===== config.mk =====
export PLATFORM = sky130hd
export DESIGN_NAME = id_fetch_queue
export DESIGN_NICKNAME = d
export VERILOG_FILES = /design/src/rtl/id_fetch_queue.sv
export SDC_FILE = /design/constraint.sdc
export NUM_CORES = 1
export LEC_CHECK = 0
export BUFFER_PORTS_ARGS = -buffer_cell sky130_fd_sc_hd__buf_2
export CAP_MARGIN = 20
export CORE_UTILIZATION = 52
export CTS_BUF_LIST = sky130_fd_sc_hd__clkbuf_2 sky130_fd_sc_hd__clkbuf_4 sky130_fd_sc_hd__clkbuf_8
export CTS_CLUSTER_DIAMETER = 80
export DETAILED_ROUTE_END_ITERATION = 10
export PLACE_DENSITY_LB_ADDON = 0.12
export SYNTH_ARGS = -nofsm -noshare
export SYNTH_HDL_FRONTEND = slang
export SYNTH_SLANG_ARGS = --single-unit

===== constraint.sdc =====
create_clock -name clk -period 3.8 [get_ports clk]
set_input_delay 0.19 -clock clk [delete_from_list [all_inputs] [get_ports clk]]
set_output_delay 0.19 -clock clk [all_outputs]
set_load 0.02 [all_outputs]

===== src/rtl/id_fetch_queue.sv =====
// rtl/id_fetch_queue.sv - IF/ID decoupling queue with optional JAL redirect (ID_JUMP_REDIRECT_EN)
module id_fetch_queue #(
    parameter int DEPTH = 2
) (
    input  logic                       clk,
    input  logic                       rst_n,
    input  logic                       i_if_valid,
    input  logic [31:0]                i_if_instr,
    input  logic [63:0]                i_if_pc,
    output logic                       o_id_ready,
    output logic                       o_is_jump,
    output logic [63:0]                o_id_PC,
    input  logic                       i_flush,
    output logic                       o_dec_valid,
    output logic [31:0]                o_dec_instr,
    output logic [63:0]                o_dec_pc,
    input  logic                       i_dec_ready,
    output logic [$clog2(DEPTH):0]     o_count
);

    localparam int PW = $clog2(DEPTH);
    localparam int CW = PW + 1;
    localparam logic [CW-1:0] FULL_CNT = CW'(DEPTH);
    localparam logic [31:0]   NOP      = 32'h0000_0013;
    localparam logic [6:0]    OP_JAL   = 7'b110_1111;

    logic [31:0]   instr_mem [DEPTH];
    logic [63:0]   pc_mem    [DEPTH];

    logic [PW-1:0] wr_ptr_q, wr_ptr_d;
    logic [PW-1:0] rd_ptr_q, rd_ptr_d;
    logic [CW-1:0] count_q,  count_d;

    logic push;
    logic pop;

    assign o_id_ready  = rst_n && (count_q != FULL_CNT) && !i_flush;
    assign push        = i_if_valid && o_id_ready;
    assign o_dec_valid = (count_q != '0);
    assign pop         = o_dec_valid && i_dec_ready;

    assign o_dec_instr = o_dec_valid ? instr_mem[rd_ptr_q] : NOP;
    assign o_dec_pc    = o_dec_valid ? pc_mem[rd_ptr_q]    : 64'd0;
    assign o_count     = count_q;

    // Flush overrides push and pop; push is already blocked by o_id_ready.
    always_comb begin
        wr_ptr_d = wr_ptr_q;
        rd_ptr_d = rd_ptr_q;
        count_d  = count_q;
        if (i_flush) begin
            wr_ptr_d = '0;
            rd_ptr_d = '0;
            count_d  = '0;
        end else begin
            if (push) begin
                wr_ptr_d = wr_ptr_q + 1'b1;
            end
            if (pop) begin
                rd_ptr_d = rd_ptr_q + 1'b1;
            end
            if (push && !pop) begin
                count_d = count_q + 1'b1;
            end else if (pop && !push) begin
                count_d = count_q - 1'b1;
            end
        end
    end

    always_ff @(posedge clk or negedge rst_n) begin
        if (!rst_n) begin
            wr_ptr_q <= '0;
            rd_ptr_q <= '0;
            count_q  <= '0;
        end else begin
            wr_ptr_q <= wr_ptr_d;
            rd_ptr_q <= rd_ptr_d;
            count_q  <= count_d;
        end
    end

    always_ff @(posedge clk) begin
        if (push) begin
            instr_mem[wr_ptr_q] <= i_if_instr;
            pc_mem[wr_ptr_q]    <= i_if_pc;
        end
    end

`ifdef ID_JUMP_REDIRECT_EN
    logic        is_jal;
    logic [63:0] j_imm;

    assign is_jal    = push && (i_if_instr[6:0] == OP_JAL);
    assign j_imm     = {{43{i_if_instr[31]}}, i_if_instr[31], i_if_instr[19:12],
                        i_if_instr[20], i_if_instr[30:21], 1'b0};
    assign o_is_jump = is_jal;
    assign o_id_PC   = is_jal ? (i_if_pc + j_imm) : 64'd0;
`else
    // JAL resolves in EX like any other branch in this build.
    assign o_is_jump = 1'b0;
    assign o_id_PC   = 64'd0;
`endif

endmodule

### Word-level counts from Yosys, hierarchy flattened

Memories as Yosys holds them, arrays and structs flattened.
Cells that the tools add are included.
Widths: inputs -> output; s select.

* $add $sub $neg: 4
* equality and inequality tests: 1
* multiplexer cells: 11
* reduce and logical (&&, ||, !) cells: 13

Operators by type and width (number)
* $mux 64: 1
* $mux 32: 1
* $logic_and 1x1->1: 6
* $mux 1: 6
* $mux 2: 3
* $reduce_bool 2->1: 3
* $logic_not 1->1: 3
* $reduce_bool 3->1: 1
* $add 1x1->1 const B: 2
* $add 2x1->2 const B: 1
* $ne 2x2->1 const B: 1
* $sub 2x1->2 const B: 1

* register bits: 4
* bits in writable memories: 192
* input bits: 101
* output and inout bits: 165
* logic and storage cells: 34
* memories: 2

Memories
* pc_mem: words 2, bits a word 64, rd ports 1, clocked after Yosys merged registers in 0, write ports 1, RTL line 28 `logic [63:0] pc_mem [DEPTH];`
* instr_mem: words 2, bits a word 32, rd ports 1, clocked after Yosys merged registers in 0, write ports 1, RTL line 27 `logic [31:0] instr_mem [DEPTH];`

### Depth between registers and ports, before layout

* depth after elaboration: 9
* gate-level depth with buffers: 5

### Worst setup path after synthesis

No wires, ideal clock.

* path type: flip-flop to flip-flop
* from: reg count_q[1], in the netlist o_count[1]
* to: mem instr_mem[0][0] (enable)
* data arrival time: 3.452 ns
* required time: 3.334 ns
* slack: -0.118 ns
* cell stages (with the launch flop): 4
* buffers on the path: 0
* cell sequence: dfrtp_1 > nor2b_1 > nor3b_2 > and3b_1

* word-level cells in the longest chain between the ends: 6

RTL lines
* from (decl): RTL line 32 `logic [CW-1:0] count_q, count_d;`
* from (signal assigned): RTL line 78 `count_q <= count_d;`
* $ne 2x2->1: RTL line 37 `assign o_id_ready = rst_n && (count_q != FULL_CNT) && !i_flush;`
* $logic_and 1x1->1 (2 in series): RTL line 37
* via o_id_ready: RTL line 10 `output logic o_id_ready,`
* $logic_and 1x1->1: RTL line 38 `assign push = i_if_valid && o_id_ready;`
* $mux 1: RTL line 83 `if (push) begin`
* $mux 1 (not written as such): RTL line 84 `instr_mem[wr_ptr_q] <= i_if_instr;`
* to (decl): RTL line 27

The timed path passes the listed nets, and every way through them passes these cells.

### Final worst setup path

* from: reg rd_ptr_q
* to: out o_dec_pc[45]

* word-level cells in the longest chain between the ends: 2

RTL lines
* from (decl): RTL line 31 `logic [PW-1:0] rd_ptr_q, rd_ptr_d;`
* from (signal assigned): RTL line 77 `rd_ptr_q <= rd_ptr_d;`
* $mem_v2 2x64
* $mux 64: RTL line 43 `assign o_dec_pc = o_dec_valid ? pc_mem[rd_ptr_q] : 64'd0;`
* to (decl): RTL line 16 `output logic [63:0] o_dec_pc,`

Every way passes these cells.

==> metrics <==
status=finished, violations left; violated checks=DRC; Reg clk slew, reported paths=0.09 ns; Vias=4,711; Max-cap violations=0; clock root buffer=clkbuf_8; Worst R2R End=pc_mem[0][14]$_DFFE_PP_; Fmax=383.3 MHz; min Tclk post-route=2.609 ns; crit-path max cell delay=0.94 ns; clk_skew=0.008434 ns; TritonCTS buffer count=17; WP data arrival=2.42 ns; Worst-Skew Late Latency=0.45 ns; Final Hold Fails=0; initial core utilization=54.02%; via/cell ratio=4.749; GPL Wtd Cong=0.7550; required time of the critical path=3.61 ns; peak supply drop=248.8 uV; Least-Margin Pin Slew=0.7966 ns; Hold WC Path Type=in -> reg; Synth area leader=edfxtp_1; Worst R2R Start=o_count[1]$_DFFE_PN0P_; clock share of power=32.2%; RSZ-0062 raised after global routing=false; Die Wd=125.6 um; post-synthesis cell type count=27; syn avg cell area=16.01 um2; # setup viols final=0; # nets final=896; synth warn=0; combinational power share=11.7%; PortBufs=200; GR peak layer=met2; number of enable flip-flop cells after synthesis=192; Worst R2R Path Depth=4; core area=14,700 um2; routed wire length=15,000 um; Lkg Pwr=4.019 nW; slew margin rel.=46.89%; sw frac=23.17%; share of layout cells above drive strength 1=29.83%; hold path endpoint=o_count[0]$_DFFE_PN0P_; TritonCTS Sinks=196; met2 Track Usage GR=33.24%; Worst R2R Setup Slack=1.38 ns; storage element area=5869 um2; Post-DP HPWL=9124 um; CTS tree=yes; first-pass GRT wire length=23,570 um; Die ar.=15,770 um2; Antenna Nets Post-Route=0; worst-path fanout max=54; Reg power frac=56.1%; Die H=125.6 um; diodes inserted=0; TritonRoute pass-1 iters=10; row count=44; Psw=1.011 mW; GRT Residual Overflow=0; hold path cells=3; crit path cell chain=buf_12, mux2i_1, nor2_1, buf_2; mean routed wirelength per cell=15.12 um; ys async rst share=2.041%; slowest CP cell=dfrtp_4; Syn Inst Count=496; Final Slew Violations=0; TNS Setup=0 ns; CP Capture Type=output pin; initial antenna violation count=0; power per cell area=423.1 nW/um2; H-tree Lvls=4; min-delay src=i_dec_ready; vias in the first global route=4,783; WHS=0.08001 ns; largest net degree at the start of global routing=79; Synth Cell Area=7940 um2; fillcell total=1,068; met1 usage=23.47%; area share of the largest cell type after synthesis=72.61%; clk buf depth=2; critical path class=reg -> out; Internal=3.351 mW; I/O pins=266; Layout area overhead=29.81%; Multi-input gate area=1714 um2; flops & latches, synth=196; Post-synth top flop=edfxtp_1; top post-synthesis cells by area=edfxtp_1, mux2i_1, buf_4; Tcrit/Tclk final=68.66%; Worst setup SP type=flip-flop; DRC viols=22; met3 Resource Use GR=6.418%; Seq/Total Area, Yosys=73.87%; post-CTS setup buffer count=0; 1st-iter DRT viols=236; Overall Global Routing Usage=19.82%
[cells by family after synthesis]
group / Yosys count / share of synthesized area, %
AOI/OAI and AO/OA: 8 / 0.6305
xor gates and xnor gates: 1 / 0.1103
buffers and inverters: 87 / 7.737
DFF: 196 / 73.87
muxes: 96 / 12.10
other: 1 / 0.04723
and+or+nand+nor: 107 / 5.500
[through the flow]
stage	area, um2	util, %	setup WS, ns	power (mW)	cells
global placement	8899	60.54	1.502	2.921	862
detailed placement	8899	60.54	1.401	2.930	862
finish	10310	70.12	1.191	4.361	992
CTS	10310	70.12	1.171	4.394	992
global route	10310	70.12	1.035	4.519	992
floorplan	8183	-	0.9667	2.823	560
[state kept, by name (all words and copies together) (netlist names)]
register   count
o_count        2
instr_mem     64
wr_ptr_q       1
pc_mem       128
rd_ptr_q       1
[area by class of cell]
cell class | instances | area share [%]
tap | 184 | 2.234
sequential | 196 | 56.94
clock inverter | 14 | 1.809
multi-input combinational | 277 | 16.63
inverter | 1 | 0.03642
timing repair buffer | 302 | 20.00
clock buffer | 18 | 2.343
[power by group through the flow]
stage | Combinational [mW] | Sequential, mW | Clock (mW)
finish | 0.511 | 2.45 | 1.40
global route | 0.552 | 2.45 | 1.51
CTS | 0.513 | 2.45 | 1.43
detailed placement | 0.432 | 2.50 | 0
global placement | 0.426 | 2.50 | 0
floorplan | 0.342 | 2.48 | 0
[repair_timing]
item,CTS,global route
hold endpoints to repair,200,0
gates resized for setup,0,0
hold buffers,98,0
[per-layer routing]
metal	vias up	share of wire, %
li1	2273	-
met1	2206	40
met2	207	50
met3	25	7.7
met4	0	2.1
met5	-	0
[worst max-delay path: cells and delay by family (launching register included)]
kind / cells / cell delay (ns)
mux: 1 / 0.30
simple gates: 1 / 0.06
flops: 1 / 0.94
buf+inv: 2 / 0.59
[cells in the mapped netlist, drive strengths merged, types with 2 or more instances]
| master | n |
|---|---|
| edfxtp | 192 |
| mux2i | 96 |
| nor2 | 95 |
| buf | 83 |
| dfrtp | 4 |
| nand2 | 4 |
| clkbuf | 3 |
| a21oi | 2 |
| o21ai | 2 |
[layout by cell type (no fill, tap or decap)]
cell,instances
and3b_4,1
buf_12,4
a21oi_1,2
nand2_1,4
clkinv_2,5
clkbuf_4,1
o211ai_1,1
o21bai_1,1
o21ai_0,2
and3_4,1
nor3b_2,1
xor2_1,1
nor2_1,94
edfxtp_1,192
a31oi_1,1
clkinv_4,3
clkbuf_8,17
mux2i_1,96
a32oi_1,1
nand3_1,1
nor2b_1,1
dlygate4sd3_1,98
nand3b_1,1
inv_1,1
or3_1,1
nor2_4,1
bufinv_16,4
dfrtp_1,3
dfrtp_4,1
conb_1,65
and4b_1,1
clkinvlp_4,2
buf_2,200
[worst max-delay path by stage]
stage	cells past startpoint	endpoint	startpoint
3_3_place_gp	4	pc_mem[0][8]$_DFFE_PP_	o_count[1]$_DFFE_PN0P_
5_1_grt	4	o_dec_pc[27]	rd_ptr_q$_DFFE_PN0P_
6_report	4	o_dec_pc[45]	rd_ptr_q$_DFFE_PN0P_
4_1_cts	4	o_dec_pc[45]	rd_ptr_q$_DFFE_PN0P_
2_1_floorplan	3	instr_mem[0][0]$_DFFE_PP_	o_count[1]$_DFFE_PN0P_
3_5_place_dp	4	pc_mem[0][12]$_DFFE_PP_	o_count[1]$_DFFE_PN0P_
(Power assumes the default switching activity.)
